<file path="src/rtl/vid_stream_gen.sv">
// Test-pattern video stream source: ACT/HBLK/VBLK timing with registered strobes.
// Define VSG_FRM_CNT_EN to build the completed-frame counter on o_frm_cnt.
module vid_stream_gen #(
    parameter int DBUF_DW = 8,
    parameter int IMG_HSZ = 1920,
    parameter int IMG_VSZ = 1080,
    parameter int HBLK_SZ = 280,
    parameter int VBLK_SZ = 45
) (
    input  logic               clk,
    input  logic               rst,
    input  logic               i_start,
    input  logic               i_stop,
    input  logic [1:0]         i_pat_sel,
    input  logic [DBUF_DW-1:0] i_solid,
    output logic [DBUF_DW-1:0] o_data,
    output logic               o_href,
    output logic               o_hstr,
    output logic               o_hend,
    output logic               o_vstr,
    output logic               o_vend,
    output logic               o_busy,
    output logic [15:0]        o_frm_cnt
);

    localparam int LINE_CYC = IMG_HSZ + HBLK_SZ;
    localparam int VBLK_CYC = VBLK_SZ * LINE_CYC;
    localparam int CW = $clog2(VBLK_CYC + IMG_HSZ + 1);
    localparam int VW = $clog2(IMG_VSZ + 1);
    localparam logic [CW-1:0] H_LAST  = CW'(IMG_HSZ - 1);
    localparam logic [CW-1:0] HB_LAST = CW'(HBLK_SZ - 1);
    localparam logic [CW-1:0] VB_LAST = CW'(VBLK_CYC - 1);
    localparam logic [VW-1:0] V_LAST  = VW'(IMG_VSZ - 1);

    typedef enum logic [1:0] {IDLE, ACT, HBLK, VBLK} state_t;

    state_t             state_q, state_d;
    logic [CW-1:0]      hcnt_q, hcnt_d;
    logic [VW-1:0]      vcnt_q, vcnt_d;
    logic               stop_q, stop_d;
    logic [1:0]         pat_q, pat_d;
    logic [DBUF_DW-1:0] solid_q, solid_d;
    logic [DBUF_DW-1:0] data_q, data_d;
    logic               href_q, href_d;
    logic               hstr_q, hstr_d;
    logic               hend_q, hend_d;
    logic               vstr_q, vstr_d;
    logic               vend_q, vend_d;
    logic               busy_q, busy_d;
    logic               stop_set;
    logic               frame_go;
    logic [31:0]        h32;
    logic [31:0]        v32;
    logic [DBUF_DW-1:0] pix;

    // Outputs are registered from the next-state position, so the pixel
    // shown in a cycle belongs to the state entered at that cycle's edge.
    always_comb begin
        state_d  = state_q;
        hcnt_d   = hcnt_q;
        vcnt_d   = vcnt_q;
        frame_go = 1'b0;
        stop_set = stop_q | (i_stop & ((state_q != IDLE) | i_start));
        case (state_q)
            IDLE: begin
                if (i_start) begin
                    state_d  = ACT;
                    hcnt_d   = '0;
                    vcnt_d   = '0;
                    frame_go = 1'b1;
                end
            end
            ACT: begin
                if (hcnt_q == H_LAST) begin
                    hcnt_d  = '0;
                    state_d = (vcnt_q == V_LAST) ? VBLK : HBLK;
                end else begin
                    hcnt_d = hcnt_q + 1'b1;
                end
            end
            HBLK: begin
                if (hcnt_q == HB_LAST) begin
                    hcnt_d  = '0;
                    vcnt_d  = vcnt_q + 1'b1;
                    state_d = ACT;
                end else begin
                    hcnt_d = hcnt_q + 1'b1;
                end
            end
            VBLK: begin
                if (hcnt_q == VB_LAST) begin
                    hcnt_d = '0;
                    vcnt_d = '0;
                    if (stop_set) begin
                        state_d = IDLE;
                    end else begin
                        state_d  = ACT;
                        frame_go = 1'b1;
                    end
                end else begin
                    hcnt_d = hcnt_q + 1'b1;
                end
            end
            default: state_d = IDLE;
        endcase

        stop_d  = (state_d == IDLE) ? 1'b0 : stop_set;
        pat_d   = frame_go ? i_pat_sel : pat_q;
        solid_d = frame_go ? i_solid : solid_q;

        h32 = 32'(hcnt_d);
        v32 = 32'(vcnt_d);
        case (pat_d)
            2'd0:    pix = h32[DBUF_DW-1:0];
            2'd1:    pix = v32[DBUF_DW-1:0];
            2'd2:    pix = solid_d;
            default: pix = {DBUF_DW{h32[3] ^ v32[3]}};
        endcase

        href_d = (state_d == ACT);
        hstr_d = href_d && (hcnt_d == '0);
        hend_d = href_d && (hcnt_d == H_LAST);
        vstr_d = hstr_d && (vcnt_d == '0);
        vend_d = hend_d && (vcnt_d == V_LAST);
        data_d = href_d ? pix : '0;
        busy_d = (state_d != IDLE);
    end

    always_ff @(posedge clk or posedge rst) begin
        if (rst) begin
            state_q <= IDLE;
            hcnt_q  <= '0;
            vcnt_q  <= '0;
            stop_q  <= 1'b0;
            pat_q   <= '0;
            solid_q <= '0;
            data_q  <= '0;
            href_q  <= 1'b0;
            hstr_q  <= 1'b0;
            hend_q  <= 1'b0;
            vstr_q  <= 1'b0;
            vend_q  <= 1'b0;
            busy_q  <= 1'b0;
        end else begin
            state_q <= state_d;
            hcnt_q  <= hcnt_d;
            vcnt_q  <= vcnt_d;
            stop_q  <= stop_d;
            pat_q   <= pat_d;
            solid_q <= solid_d;
            data_q  <= data_d;
            href_q  <= href_d;
            hstr_q  <= hstr_d;
            hend_q  <= hend_d;
            vstr_q  <= vstr_d;
            vend_q  <= vend_d;
            busy_q  <= busy_d;
        end
    end

`ifdef VSG_FRM_CNT_EN
    logic [15:0] frm_cnt_q, frm_cnt_d;

    assign frm_cnt_d = frm_cnt_q + {15'd0, vend_q};

    always_ff @(posedge clk or posedge rst) begin
        if (rst) frm_cnt_q <= '0;
        else     frm_cnt_q <= frm_cnt_d;
    end

    assign o_frm_cnt = frm_cnt_q;
`else
    assign o_frm_cnt = '0;
`endif

    assign o_data = data_q;
    assign o_href = href_q;
    assign o_hstr = hstr_q;
    assign o_hend = hend_q;
    assign o_vstr = vstr_q;
    assign o_vend = vend_q;
    assign o_busy = busy_q;

endmodule

</file>
<file path="config.mk">
export PLATFORM = sky130hd
export DESIGN_NAME = vid_stream_gen
export DESIGN_NICKNAME = d
export VERILOG_FILES = /design/src/rtl/vid_stream_gen.sv
export SDC_FILE = /design/constraint.sdc
export NUM_CORES = 1
export LEC_CHECK = 0
export CAP_MARGIN = 20
export CELL_PAD_IN_SITES_DETAIL_PLACEMENT = 2
export CELL_PAD_IN_SITES_GLOBAL_PLACEMENT = 2
export CORE_AREA = 2 2 128 118
export CTS_BUF_LIST = sky130_fd_sc_hd__clkbuf_8
export DETAILED_ROUTE_END_ITERATION = 12
export DIE_AREA = 0 0 130 120
export HOLD_SLACK_MARGIN = 0.02
export PLACE_DENSITY_LB_ADDON = 0.1
export SLEW_MARGIN = 15
export SYNTH_ARGS = -nofsm -noshare
export SYNTH_HDL_FRONTEND = slang
export SYNTH_SLANG_ARGS = --single-unit
export TNS_END_PERCENT = 50
</file>
<file path="constraint.sdc">
create_clock -name clk -period 3.44 [get_ports clk]
set_input_delay 0.344 -clock clk [delete_from_list [all_inputs] [get_ports clk]]
set_output_delay 0.344 -clock clk [all_outputs]
set_load 0.02 [all_outputs]
</file>
Yosys cells after proc, flatten, opt, wreduce, memory -nomap -nowiden:

Index checks and enable logic that the tools add are counted.

* add/subtract/negate cells: 2
* equal/unequal tests: 12
* multiplexer cells: 25
* bitwise gates (word level): 4
* reductions and logical operators: 11

Operator list (count)
* 17-bit 2-to-1 mux: 4
* 17-bit case mux with 4 select lines: 1
* 17-bit by 11-bit == test with 1-bit output (second input constant): 2
* 11-bit 2-to-1 mux: 3
* 11-bit case mux with 3 select lines: 1
* 8-bit case mux with 3 select lines: 1
* 11-bit == test (second input constant): 2
* 17-bit by 1-bit adder with 17-bit output (second input constant): 1
* 17-bit == test (second input constant): 1
* 17-bit by 9-bit == test with 1-bit output (second input constant): 1
* 17-bit zero test: 1
* 8-bit 2-to-1 mux: 2
* 11-bit by 1-bit adder with 11-bit output (second input constant): 1
* 11-bit zero test: 1
* 2-bit 2-to-1 mux: 5
* 2-bit case mux with 4 select lines: 1
* 2-bit by 1-bit == test with 1-bit output (second input constant): 3
* 2-bit == test (second input constant): 3
* 2-bit zero test: 3
* 1-bit 2-to-1 mux: 6
* 1-bit logical AND: 4
* 2-bit nonzero test: 2
* 1-bit bitwise OR: 2
* 1-bit case mux with 2 select lines: 1
* 2 further kinds: 2

* flip-flop bits (word level): 55
* bits of input ports: 14
* output and inout port bits: 30
* logic and storage cells: 67

Longest topological paths before layout:

Gate-level depths: netlist of run 1.

* depth in word-level cells: 11
* gate-level depth with buffers: 12
* gate-level depth less buffers: 11

Least setup slack after synthesis of run 1:

Ideal clock, no wire load.

* kind: flip-flop to flip-flop
* start point: register hcnt_q[0]
* end point: register vstr_q (netlist: o_vstr)
* setup time: 67 ps
* arrival: 2412 ps
* required time: 3373 ps
* path slack: 961 ps
* stages on the path, launching flop included: 10
* path buffers: 0
* clock period less this slack: 2479 ps
* path through: dfrtp_1 -> ha_1 -> nand4_2 -> or4_1 -> o22a_1 -> a21oi_2 -> o32ai_2 -> nor4_2 -> and4b_1 -> and3_1

* longest elaborated chain between the ends: 6
* elaborated cells between the ends (all ways): 21
* those cells by class: 1 x add/sub; 4 x eq/ne; 12 x mux; 4 x reduce/logical

RTL lines
* start, declared: RTL line 38 `logic [CW-1:0] hcnt_q, hcnt_d;`
* start signal, assigned: RTL line 146 `hcnt_q <= hcnt_d;`
* 17-bit by 1-bit adder with 17-bit output (tied with other cells): RTL line 78, 87, 101
* 17-bit 2-to-1 mux (tied with other cells): RTL line 91 `if (hcnt_q == VB_LAST) begin`
* 17-bit case mux with 4 select lines / 2-bit case mux with 4 select lines (equally long branches): RTL line 64 `case (state_q)`
* 17-bit zero test / 2-bit by 1-bit == test with 1-bit output (equally long branches): RTL line 121, 120
* 1-bit logical AND (*): RTL line 121 `hstr_d = href_d && (hcnt_d == '0);`
* net hstr_d: RTL line 45 `logic hstr_q, hstr_d;`
* 1-bit logical AND (*): RTL line 123 `vstr_d = hstr_d && (vcnt_d == '0);`
* net vstr_d: RTL line 47 `logic vstr_q, vstr_d;`
* end signal, assigned: RTL line 155 `vstr_q <= vstr_d;`
* end, declared: RTL line 47

Mark *: on every way through the listed nets, which the timed path passes. The rest lies on a longest branch.

Worst setup path in the final report of run 1:

* start point: register hcnt_q[13]
* end point: register vend_q (netlist: o_vend)

* longest elaborated chain between the ends: 6
* elaborated cells between the ends (all ways): 21
* those cells by class: 1 x add/sub; 6 x eq/ne; 12 x mux; 2 x reduce/logical

RTL lines
* 17-bit by 1-bit adder with 17-bit output (tied with other cells): RTL line 78, 87, 101
* 17-bit 2-to-1 mux (tied with other cells): RTL line 91
* 17-bit case mux with 4 select lines / 2-bit case mux with 4 select lines (equally long branches): RTL line 64
* 17-bit by 11-bit == test with 1-bit output / 2-bit by 1-bit == test with 1-bit output (equally long branches): RTL line 122, 120
* 1-bit logical AND (*): RTL line 122 `hend_d = href_d && (hcnt_d == H_LAST);`
* net hend_d: RTL line 46 `logic hend_q, hend_d;`
* 1-bit logical AND (*): RTL line 124 `vend_d = hend_d && (vcnt_d == V_LAST);`
* net vend_d: RTL line 48 `logic vend_q, vend_d;`
* end signal, assigned: RTL line 156 `vend_q <= vend_d;`
* end, declared: RTL line 48

Marks and branches as above.

==> results.sh, run 1 <==
export IMPL_die_y_microns=120
export IMPL_powerDensity_nw_per_um2=625.8
export IMPL_cts_inserted_buffers=5
export IMPL_finalSetupViolations=0
export IMPL_stdcell_count=618
export IMPL_regArea_sq_um=1376
export IMPL_synth_edf_count=0
export IMPL_dpl_hpwl_microns=9650
export IMPL_final_area_sq_um=4115
export IMPL_ant_nets=0
export IMPL_hold_viol=0
export IMPL_dp_cells=610
export IMPL_post_route_min_period_ns=3.109
export IMPL_critPathRequiredTime_ns=3.72
export IMPL_regToRegStartpoint="hcnt_q[13]"
export IMPL_synthTopCellsByArea="dfrtp_1, buf_4, nand2_1"
export IMPL_slew_headroom_pct=61.94
export IMPL_seq_area_frac_synth_pct=39.22
export IMPL_nets=441
export IMPL_fmax_mhz=321.7
export IMPL_clock_sinks=55
export IMPL_drt_wl_total_microns=12250
export IMPL_drive_gt1_share_pct=13.33
export IMPL_worst_pin_slew_ns=0.5658
export IMPL_finalSetupTns_ns=0
export IMPL_cap_viol_max_count=0
export IMPL_first_global_vias=3233
export IMPL_netlist_top_cell_by_area="dfrtp_1"
export IMPL_die_w_microns=130
export IMPL_synth_area_sq_um=3510
export IMPL_multiInputGateArea_sq_um=1908
export IMPL_ys_types=69
export IMPL_cellLeakagePower_nw=1.762
export IMPL_grt_max_degree=26
export IMPL_cp_arrival_ns=3.39
export IMPL_synth_cells=384
export IMPL_post_cts_resized=0
export IMPL_dpl_instance_area_sq_um=4013
export IMPL_path_max_fanout=8
export IMPL_syn_avg_cell_area_sq_um=9.140
export IMPL_synthesis_yosys_warnings=0
export IMPL_rows=42
export IMPL_grt_remaining_overflow=0
export IMPL_synth_seq_cells=55
export IMPL_reg2regPathDepth=8
export IMPL_rsz0062_at_grt="false"
export IMPL_critical_path_class="reg2reg"
export IMPL_cts_max_level=2
export IMPL_io_pins=44
export IMPL_core_area_sq_um=14350
export IMPL_synthFlopType="dfrtp_1"
export IMPL_total_power_mw=2.575
export IMPL_clk_pin_slew_ns=0.12
export IMPL_via_per_inst=4.752
export IMPL_cts_root_buf="clkbuf_8"
export IMPL_cp_start_kind="flop"
export IMPL_cts_tree="yes"
export IMPL_grt_pass1_wl_microns=19820
export IMPL_initial_core_util_pct=24.46
export IMPL_postCtsSetupBuffers=0
export IMPL_grt_use_total_pct=17.12
export IMPL_endpoint_kind="flop"
export IMPL_vias=2937
export IMPL_wl_per_cell_microns=19.82
export IMPL_period_share_pct=90.37
export IMPL_synth_most_common_cell="dfrtp_1"
export IMPL_port_buffers=27
export IMPL_dieArea_sq_um=15600
export IMPL_syn2layout_area_growth_pct=17.25
export IMPL_ctsLongestPathBuffers=2
export IMPL_status="completed"
export IMPL_regToRegSetupSlack_ns=0.33
export IMPL_hold_buffers=0
export IMPL_ir_worst_vdd_mv=0.2508
export IMPL_drt_iter0_markers=123
export IMPL_drc=0
export IMPL_antenna_found_initial=0
export IMPL_place_gp_congestion=0.8156
export IMPL_netlist_area_leader_share_pct=39.22
export IMPL_first_pass_iters=4
export IMPL_diodes=0
export IMPL_synth_commonest_cells="dfrtp_1, nand2_1, nor2_1"
export IMPL_finalMaxSlewViolations=0
export IMPL_worstReg2RegEnd="o_vend"
export IMPL_hold_class="in2async"
export IMPL_fillers=1612
export IMPL_skew_ns=0.01097
export IMPL_postSynth_asyncResetShare_pct=100.0
export IMPL_worst_skew_pair_late_latency_ns=0.35
[cell type report]
cell class	count	area share [%]
Tap cell	198	6.020
Clock inverter	3	0.8209
Multi-Input combinational cell	290	46.37
Inverter	24	2.189
Clock buffer	5	1.672
Timing Repair Buffer	43	9.486
Sequential cell	55	33.44
[through the flow]
step	hold slack [ns]	setup WS, ns	util (%)
finish	0.2866	0.3313	28.68
global placement	0.4742	0.3056	27.97
global route	0.2923	0.05663	28.68
CTS	0.2889	0.2697	28.68
detailed placement	0.4827	0.3080	27.97
floorplan	0.4638	0.9610	-
[power breakdown]
| part | switching (mW) | internal [mW] | leakage, nW | total, mW |
|---|---|---|---|---|
| clock | 0.271 | 0.154 | 0.0515 | 0.425 |
| combinational | 0.748 | 0.500 | 0.984 | 1.25 |
| sequential | 0.102 | 0.800 | 0.727 | 0.902 |
[kinds of logic (layout without fill, tap and decap cells)]
group,Yosys count,count (layout),share of synthesized area [%]
adders and majority gates,8,8,2.852
DFF,55,55,39.22
muxes,16,16,5.704
buffers and inverters,54,75,8.022
and+or+nand+nor,165,165,26.38
other,1,16,0.1068
xor gates and xnor gates,13,13,3.244
AOI/OAI and AO/OA,72,72,14.47
[cell usage in the layout, fill, tap and decap left out, drive strengths merged, types with 5 or more instances in the layout]
cell,Yosys,final
a21oi,11,11
a31oi,9,9
and2,5,5
and3,8,8
buf,25,16
clkbuf,5,5
clkdlybuf4s50,0,27
conb,1,16
dfrtp,55,55
ha,8,8
inv,24,25
mux2,9,9
mux2i,7,7
nand2,33,33
nand3,17,17
nand4,13,13
nor2,31,31
nor2b,11,11
nor3,13,13
nor4,6,6
o21ai,19,19
o22ai,7,7
xnor2,9,9
[registers in the layout, summed over array words and instances (netlist names)]
signal,flops
o_vend,1
o_data,8
o_busy,1
hcnt_q,17
vcnt_q,11
state_q,2
o_hstr,1
o_vstr,1
solid_q,8
pat_q,2
o_hend,1
stop_q,1
o_href,1
[worst max-delay path: stages (launching register included)]
cell	delay, ns
dfrtp_1	0.50
nor3_2	0.46
nand4_1	0.29
o21ai_0	0.51
a31o_2	0.36
o21ai_1	0.15
nor4_2	0.35
and4_1	0.26
and3_1	0.16
[metal layers]
metal	track usage [%]	vias to the layer above	routed length, microns	share of wire (%)
met5	0	-	0	0
met4	3.226	0	114	0.93
met3	3.076	8	418	3.4
met2	27.13	52	5780	47
met1	24.51	1468	5932	48
li1	-	1409	-	-
[worst max path at each step]
stage                     startpoint  cells after the start  slack [ns]   endpoint
final                     hcnt_q[13]                      8        0.33     o_vend
after global routing      hcnt_q[13]                      8        0.06     o_vend
after CTS                 hcnt_q[13]                      8        0.27     o_vend
after detailed placement     i_start                     10        0.31  o_data[4]
after global placement       i_start                     10        0.31  o_data[7]
after floorplan            hcnt_q[0]                      9        0.96     o_vstr
Note: power is estimated with default switching activity, not from simulation.
==> run 2: changes to the inputs <==
--- a/config.mk
+++ b/config.mk
@@ -12,6 +12,7 @@
 export CTS_BUF_LIST = sky130_fd_sc_hd__clkbuf_8
 export DETAILED_ROUTE_END_ITERATION = 12
 export DIE_AREA = 0 0 130 120
+export GPL_TIMING_DRIVEN = 0
 export HOLD_SLACK_MARGIN = 0.02
 export PLACE_DENSITY_LB_ADDON = 0.1
 export SLEW_MARGIN = 15
==> run 2 against run 1 <==
- count of clock-buffer cells in the layout did not move
- cell count rose by 2.4%
- register-to-register slack got worse by 0.12 ns
- flip-flop and latch count did not move
- die area did not move
- via count rose by 3.5%
- highest routed layer unchanged
- largest power group unchanged
==> results.sh, run 2 (synthesized netlist as in run 1, its figures left out) <==
export IMPL_fin_ws_ns=0.2078
export IMPL_clk_pin_slew_ns=0.12
export IMPL_critical_path_class="reg2reg"
export IMPL_critPathRequiredTime_ns=3.73
export IMPL_dpl_hpwl_microns=9084
export IMPL_slew_headroom_pct=58.09
export IMPL_cp_startpoint="hcnt_q[0]"
export IMPL_grt_max_degree=43
export IMPL_skew_ns=0.01599
export IMPL_cts_tree="yes"
export IMPL_worstReg2RegEnd="o_vstr"
export IMPL_antenna_found_initial=0
export IMPL_vias=3040
export IMPL_endpoint_kind="flop"
export IMPL_post_route_min_period_ns=3.232
export IMPL_clock_sinks=55
export IMPL_ir_worst_vdd_mv=0.2651
export IMPL_ctsLongestPathBuffers=2
export IMPL_core_area_sq_um=14350
export IMPL_place_gp_congestion=0.7485
export IMPL_finalSetupViolations=0
export IMPL_worst_pin_slew_ns=0.6230
export IMPL_grt_remaining_overflow=0
export IMPL_reg_top3="hcnt_q x17, vcnt_q x11"
export IMPL_finalSetupTns_ns=0
export IMPL_cts_max_level=2
export IMPL_regToRegSetupSlack_ns=0.21
export IMPL_rows=42
export IMPL_first_global_vias=3287
export IMPL_postCtsSetupBuffers=0
export IMPL_rsz0062_at_grt="false"
export IMPL_largest_reg_flops=17
export IMPL_regToRegStartpoint="hcnt_q[0]"
export IMPL_final_cell_mix="dfrtp_1, nand2_1, nor2_1, clkdlybuf4s50_1, inv_1"
export IMPL_stdcell_count=633
export IMPL_drt_iter0_markers=121
export IMPL_port_buffers=27
export IMPL_reg2regPathDepth=9
export IMPL_critical_path_endpoint="o_vstr"
export IMPL_via_per_inst=4.803
export IMPL_drc=0
export IMPL_wl_per_cell_microns=18.53
export IMPL_cap_viol_max_count=0
export IMPL_dp_slack_ns=0.1232
export IMPL_first_pass_iters=4
export IMPL_grt_use_total_pct=16.15
export IMPL_powerDensity_nw_per_um2=617.2
export IMPL_drive_gt1_share_pct=15.63
export IMPL_drt_wl_total_microns=11730
export IMPL_syn2layout_area_growth_pct=20.75
export IMPL_cp_start_kind="flop"
export IMPL_initial_core_util_pct=24.46
export IMPL_worst_skew_pair_late_latency_ns=0.35
export IMPL_cts_inserted_buffers=5
export IMPL_grt_pass1_wl_microns=18950
export IMPL_largest_register="hcnt_q"
export IMPL_path_max_fanout=9
export IMPL_cts_root_buf="clkbuf_8"
export IMPL_cellLeakagePower_nw=1.835
export IMPL_ant_nets=0
export IMPL_diodes=0
export IMPL_die_w_microns=130
export IMPL_dp_cells=625
export IMPL_total_power_mw=2.615
export IMPL_period_share_pct=93.96
export IMPL_status="completed"
export IMPL_die_y_microns=120
export IMPL_dieArea_sq_um=15600
export IMPL_nets=456
export IMPL_cp_arrival_ns=3.52
export IMPL_finalMaxSlewViolations=0
export IMPL_final_common_cell="dfrtp_1"
export IMPL_hold_viol=0
export IMPL_fmax_mhz=309.4
export IMPL_fillers=1637
export IMPL_io_pins=44
export IMPL_hold_class="in2async"
## run 2: changes by cell type in the layout (fill, tap and decap cells not counted), sizes merged
cell    change
buf        +10
clkbuf      +5
clkinv      -2
bufinv      +1
inv         +1
## run 2: layer usage
metal  vias up  global-route usage (%)  share of wire [%]
met1      1545                   23.00                 50
met2        40                   25.20                 46
met4         0                   4.906                1.8
li1       1444                       -                  -
met3        11                   2.363                2.3
met5         -                       0                  0
## run 2: what timing repair did
action,in CTS,in global routing
endpoints found under the setup margin,0,3
hold buffers,0,0
resized for setup,0,2
## run 2: worst min-delay path by stage
stage | start | endpoint | slack [ns]
2_1_floorplan | stop_q | stop_q | 0.46
3_3_place_gp | stop_q | stop_q | 0.48
5_1_grt | rst | hcnt_q[3] | 0.28
3_5_place_dp | solid_q[6] | solid_q[6] | 0.48
4_1_cts | rst | hcnt_q[11] | 0.27
6_report | rst | hcnt_q[8] | 0.27
## run 2: final cells by class
class | instances | area [sq um] | area share (%)
Buffer | 30 | 191.4 | 4.517
Sequential cell | 55 | 1376 | 32.48
Inverter | 24 | 92.59 | 2.185
Multi-Input combinational cell | 290 | 1913 | 45.14
Tap cell | 198 | 247.7 | 5.846
Timing Repair Buffer | 28 | 297.8 | 7.027
Clock buffer | 5 | 68.82 | 1.624
Clock inverter | 3 | 50.05 | 1.181
## run 2: where the power goes
| part | internal (mW) | total [mW] | switching (mW) | leakage, nW |
|---|---|---|---|---|
| Sequential | 0.800 | 0.896 | 0.0962 | 0.727 |
| Combinational | 0.478 | 1.23 | 0.748 | 1.05 |
| Clock | 0.226 | 0.493 | 0.268 | 0.0607 |
## run 2: critical path, cell delays in order, from the launching register on
cell and delay [ns]:
dfrtp_1 0.50, ha_2 0.33, nand4_2 0.22, or4_1 0.60, o22a_1 0.24, a21oi_2 0.17, o32ai_2 0.13, nor4_2 0.48
and4b_1 0.32, and3_1 0.19
## run 2: through the flow
stage | hold slack (ns) | util, % | instance area (sq um)
after floorplan | 0.4638 | - | 3566
after global routing | 0.2803 | 29.54 | 4238
final | 0.2708 | 29.54 | 4238
after detailed placement | 0.4803 | 28.68 | 4114
after global placement | 0.4757 | 28.47 | 4084
after CTS | 0.2678 | 29.50 | 4233
==> run 3: changes to the inputs <==
--- a/config.mk
+++ b/config.mk
@@ -9,7 +9,7 @@
 export CELL_PAD_IN_SITES_DETAIL_PLACEMENT = 2
 export CELL_PAD_IN_SITES_GLOBAL_PLACEMENT = 2
 export CORE_AREA = 2 2 128 118
-export CTS_BUF_LIST = sky130_fd_sc_hd__clkbuf_8
+export CTS_BUF_LIST = sky130_fd_sc_hd__clkbuf_4 sky130_fd_sc_hd__clkbuf_8
 export DETAILED_ROUTE_END_ITERATION = 12
 export DIE_AREA = 0 0 130 120
 export GPL_TIMING_DRIVEN = 0
==> results of run 3 <==
Final layout, timing and power as in run 2 (identical DEF).
==> edit 1: new RTL, settings of run 3 <==
Register the output `o_href` once more, with the module's reset; this adds one clock of latency there. The other outputs are not delayed to match.
--- a/src/rtl/vid_stream_gen.sv
+++ b/src/rtl/vid_stream_gen.sv
@@ -175,5 +175,11 @@
 
     assign o_data = data_q;
-    assign o_href = href_q;
+    always_ff @(posedge clk or posedge rst) begin
+        if (rst) begin
+            o_href <= '0;
+        end else begin
+            o_href <= href_q;
+        end
+    end
     assign o_hstr = hstr_q;
     assign o_hend = hend_q;
Check against the original RTL: not equivalent (Yosys sat finds a counterexample within 4 cycles, from zero or initial values and one cycle with rst high).
==> edit 1 against run 3 <==
  * Sequential cell count is 1 higher
  * Cell count is 0.16% higher
  * Design area stayed put
  * Routed wire length is 0.47% higher
  * Sequential power is 2% higher
  * Area after synthesis is 0.71% higher
  * Highest routed layer unchanged
  * Power is 1.3% lower
  * Setup slack better by 18 ps
==> edit 1: results (changes against run 3) <==
- WHS: 369 ps (+98.2 ps)
- RD Place Congestion: 0.756 (+0.95%)
- Diodes inserted: 0 (unchanged)
- Status: completed
- Largest net degree at the start of global routing: 57 (+33%)
- Worst R2R Setup Slack: 230 ps (+20 ps)
- Total Wirelength: 11800 um (+0.47%)
- Longest Clk Path Bufs: 2 (unchanged)
- Arr. time, crit path: 3510 ps (about the same)
- Layout cells sized above 1: 0.161 (+0.00423)
- Max_slew headroom: 0.496 (-0.0850)
- Clk_skew: 7.06 ps (-8.93 ps)
- Hold_sp: href_q$_DFF_PP0_
- M1 GR Usage: 0.234 (+0.00394)
- H-Tree Level Count: 2 (unchanged)
- Net Sw Power: 1.14 mW (+2.1%)
- Leak pwr: 1.84 nW (about the same)
- Initial DRC Count: 132 (+9.1%)
- CTS buffer count: 5 (unchanged)
- Final nets: 457 (+0.22%)
- Synth top area cells: dfrtp_1 (40%), buf_4 (4.0%), nand2_1 (3.5%), nor2_1 (3.3%), ha_1 (2.8%)
- Worst VDD drop: 226 uV (-15%)
- Post-DP HPWL: 8980 um (-1.1%)
- Reg2reg end: o_vstr$_DFF_PP0_
- Root Driver: clkbuf_8
- First-pass GRT wire length: 19100 um (+0.94%)
- Syn. warnings: 0 (unchanged)
- Grt met2 use: 0.253 (+0.000982)
- TritonRoute pass-1 iters: 4 (unchanged)
- Initial antenna violation count: 0 (unchanged)
- Worst-path clk slew: approximately 110 ps
- PortBufs: 27 (unchanged)
- Cells on worst reg2reg path: 9 (unchanged)
- Hold path cells: 0
- DR vias/cell: 4.76 (-0.98%)
- Reg2reg start: hcnt_q[1]$_DFF_PP0_
- HP Class: flop to flop
- Largest registers: hcnt_q: 17 flops, vcnt_q: 11 flops
- Met3 GRT Util: 0.0232 (-0.000446)
- Synth cell count leaders: dfrtp_1 (56), nand2_1 (33), nor2_1 (31), inv_1 (24), buf_4 (19)
- All-Layer GR Usage: 0.162 (+0.000460)
- Vias in the first global route: 3299 (+0.37%)
- Asr flop ratio synth: 1.00 (unchanged)
- Seq/Total Area, Yosys: 0.396 (+0.00430)
- Critical path fanouts, max: 7 (-2)
- FILL cells: 1633 (-0.24%)
## edit 1: cell count changes in the layout (fill, tap and decap cells not counted), sizes merged
cell | run 3 | this run
inv | 26 | 25
bufinv | 1 | 0
clkinv | 0 | 2
dfrtp | 55 | 56
## edit 1: power by group through the flow
stage                     Clock (mW)  Sequential (mW)  Combinational, mW
after CTS                      0.442            0.915               1.27
final                          0.413            0.914               1.26
after detailed placement           0            0.923               1.26
after floorplan                    0            0.968              0.734
after global routing           0.462            0.938               1.38
after global placement             0            0.918               1.24
## edit 1: kinds of logic (layout without fill, tap and decap cells)
logic type                 after synthesis  in the layout  synth area share
and+or+nand+nor                        165            165             0.262
muxes                                   16             16            0.0566
adders and majority gates                8              8            0.0283
other                                    1             16           0.00106
DFF                                     56             56             0.396
xor gates and xnor gates                13             13            0.0322
AOI/OAI and AO/OA                       72             72             0.144
buffers and inverters                   54             90            0.0796
## edit 1: how the worst max path moves through the flow
stage	from	depth (start not counted)	endpoint	slack, ps
final	hcnt_q[1]$_DFF_PP0_	9	o_vstr$_DFF_PP0_	230
after global routing	hcnt_q[13]$_DFF_PP0_	9	o_data[4]$_DFF_PP0_	10
after CTS	hcnt_q[0]$_DFF_PP0_	9	o_vstr$_DFF_PP0_	90
after detailed placement	hcnt_q[0]$_DFF_PP0_	9	o_vstr$_DFF_PP0_	120
after global placement	hcnt_q[0]$_DFF_PP0_	9	o_vstr$_DFF_PP0_	130
after floorplan	hcnt_q[0]$_DFF_PP0_	9	o_vstr$_DFF_PP0_	960
## edit 1: what timing repair did
action	4_1_cts	5_1_grt
gates resized for setup	0	5
hold endpoints to repair	0	0
setup endpoints to repair	0	5
## edit 1: stage by stage
stage,utilization,worst slack (ps),instance area (um2),cells
5_1_grt,0.295,12.0,4240,634
3_3_place_gp,0.286,129,4110,625
3_5_place_dp,0.289,115,4140,626
2_1_floorplan,-,961,3590,400
6_report,0.295,226,4240,634
4_1_cts,0.295,85.2,4230,634
## edit 1: worst max-delay path: stages (launching register included)
cell     delay [ps]
dfrtp_1         480
ha_2            340
nand4_2         230
or4_1           580
o22a_1          230
a21oi_2         150
o32ai_2         120
nor4_2          490
and4b_1         370
and3_1          170
## edit 1: layout make-up
class                      instances  area, um2  area share
buffer                            30        193      0.0455
clock buffer                       5       68.8      0.0162
clock inverter                     3       22.5     0.00531
inverter                          24       92.6      0.0218
multi-input combinational        290       1910       0.451
sequential                        56       1400       0.331
tap                              198        248      0.0585
timing repair buffer              28        298      0.0703
## edit 1: per-layer routing
metal	up-vias	wire, um
met5	-	0
met2	33	5390
met1	1521	6000
li1	1453	-
met3	8	255
met4	0	137
==> edit 2: new RTL, config.mk and constraints of run 3 <==
Without the edit above. The option `VSG_FRM_CNT_EN` is turned on by a define.
--- a/src/rtl/vid_stream_gen.sv
+++ b/src/rtl/vid_stream_gen.sv
@@ -1,4 +1,6 @@
 // Test-pattern video stream source: ACT/HBLK/VBLK timing with registered strobes.
 // Define VSG_FRM_CNT_EN to build the completed-frame counter on o_frm_cnt.
+`define VSG_FRM_CNT_EN
+
 module vid_stream_gen #(
     parameter int DBUF_DW = 8,
Function: same outputs for any inputs over 10 cycles, from zero or initial values and one cycle with rst high; that may be too few to reach the edited logic, so the function may still have changed.
==> edit 2 against run 3 <==
  * Largest cell class unchanged
  * Area after synthesis grew 10%
  * Sequential share of layout area increased by 3.3 points
  * Setup slack got worse by 81 ps
  * Critical path type unchanged
  * Design area increased by 17%
  * Synthesized cell count grew 1.6%
  * Sequential cell count rose by 16
  * Routed wire length grew 4.7%
  * Fmax fell by 2.4%
Power is not compared: it rests on default switching activity, and its combinational part moved more than twofold at a synthesized area within 25%.
==> edit 2: results (changes against run 3) <==
- Diodes inserted: 0 (unchanged)
- Critical-path top delay cell: or4_4
- Final nets: 478 (+4.8%)
- Vias in the first global route: 3554 (+8.1%)
- RD Place Congestion: 0.771 (+3.0%)
- Worst Tran Pin Value: 859 ps (+236 ps)
- Asr flop ratio synth: 1.00 (unchanged)
- Synth area leader: dfrtp_1
- Worst-skew pair later-pin latency: 370 ps (+20 ps)
- Root Driver: clkbuf_8
- Critical path fanouts, max: 7 (-2)
- Final Setup Violations: 0 (unchanged)
- H-Tree Level Count: 3 (+1)
- Worst-path clk slew: 80 ps (-40 ps)
- Largest stage delay, worst path: 570 ps (-30 ps)
- Arr. time, crit path: 3580 ps (+60 ps)
- Post-DP HPWL: 9240 um (+1.7%)
- Leak pwr: around 2.0 nW
- Initial antenna violation count: 0 (unchanged)
- Max FFs per register: 17 (unchanged)
- Worst VDD drop: ~210 uV
- Seq/Total Area, Yosys: 0.459 (+0.0665)
- Synth top area cells: dfrtp_1 (46%), xnor2_1 (4.3%), nor2_1 (4.0%), nand2_1 (3.4%), o21ai_0 (3.2%)
- All-Layer GR Usage: 0.170 (+0.00851)
- Crit-path leading delay family: simple AND/OR/NAND/NOR gates
- Most flop-heavy register: hcnt_q
- Largest net degree at the start of global routing: 52 (+21%)
- Status: completed
- CTS buffer count: 9 (+4)
- TritonRoute pass-1 iters: 4 (unchanged)
- First-pass GRT wire length: 20100 um (+5.9%)
- Layout cells sized above 1: 0.161 (+0.00455)
- Unique cell type count in the Yosys netlist: 64 (-7.2%)
- Routed len/inst: 18.7 um (+0.68%)
- PortBufs: 43 (+59%)
- Synth cell count leaders: dfrtp_1 (71), nor2_1 (41), nand2_1 (35), o21ai_0 (25), xnor2_1 (19)
- Total Wirelength: 12300 um (+4.7%)
- Placed insts: 632 (+1.1%)
- Longest Clk Path Bufs: 2 (unchanged)
- Post-route DRC: 0 (unchanged)
- Initial DRC Count: 115 (-5.0%)
- Syn. warnings: 0 (unchanged)
- Via Count: 3238 (+6.5%)
- Mapped Cells: 390 (+1.6%)
- HP Class: primary input to asynchronous set/reset pin
- Clk_skew: 8.61 ps (-7.38 ps)
- Net Count, Synth: between 400 and 500
-- edit 2: cell count changes in the layout (fill, tap and decap cells not counted), sizes merged, moves of 5 or more --
cell | before | now
conb | 16 | 0
clkbuf | 10 | 15
buf | 26 | 14
inv | 26 | 15
and3 | 8 | 13
xnor2 | 9 | 19
nor2 | 31 | 42
o31ai | 1 | 7
nor4 | 6 | 11
o21ai | 19 | 26
nor2b | 11 | 2
dfrtp | 55 | 71
clkdlybuf4s50 | 27 | 43
o22ai | 7 | 1
-- edit 2: final timing paths --
| path | startpoint | endpoint | slack, ps | cells past startpoint |
|---|---|---|---|---|
| max | hcnt_q[14]$_DFF_PP0_ | o_vend$_DFF_PP0_ | 130 | 9 |
| min | rst | solid_q[3]$_DFF_PP0_ | 290 | 2 |
| max reg2reg | hcnt_q[14]$_DFF_PP0_ | o_vend$_DFF_PP0_ | 130 | 9 |
| min reg2reg | o_frm_cnt[15]$_DFF_PP0_ | o_frm_cnt[15]$_DFF_PP0_ | 480 | 1 |
| max in group asynchronous | rst | hcnt_q[15]$_DFF_PP0_ | 2600 | 3 |
| min in group clk | o_frm_cnt[15]$_DFF_PP0_ | o_frm_cnt[15]$_DFF_PP0_ | 480 | 1 |
-- edit 2: where the power goes --
group                  switching, mW  internal [mW]
combinational                 0.0218         0.0170
clock                          0.365          0.347
sequential     0.0000000000000000119          0.834
-- edit 2: layout make-up --
type	count	area (um2)
fill	1583	9380
multi-input combinational	297	2110
sequential	71	1780
timing repair buffer	54	533
tap	198	248
clock buffer	10	131
clock inverter	6	67.6
inverter	14	55.1
buffer	8	43.8
-- edit 2: per-stage QoR --
stage                     area (um2)  setup slack [ps]
after global placement          4550              -523
after floorplan                 3870               508
after detailed placement        4580              -550
after global routing            4960             -12.3
after CTS                       4900              1.82
final                           4960               127
-- edit 2: logic make-up after synthesis --
kind of cell             after synthesis  synth area share
flip-flops                            71             0.459
XOR/XNOR                              27            0.0610
multiplexers                          18            0.0523
adder cells (fa/ha/maj)                9            0.0291
buffers and inverters                 22            0.0239
AO/OA/AOI/OAI                         76             0.135
AND/OR/NAND/NOR                      167             0.240
-- edit 2: metal layers --
metal	up-vias	global-route usage	share of wire
met1	1642	0.239	0.49
met3	13	0.0424	0.033
met5	-	0	0
met4	0	0.0417	0.012
li1	1552	-	-
met2	31	0.262	0.47
-- edit 2: what timing repair did --
item                                    CTS  global route
endpoints found under the setup margin   12            10
buffers inserted                          7             3
gates resized for setup                  12            12
pin swaps                                 3             3
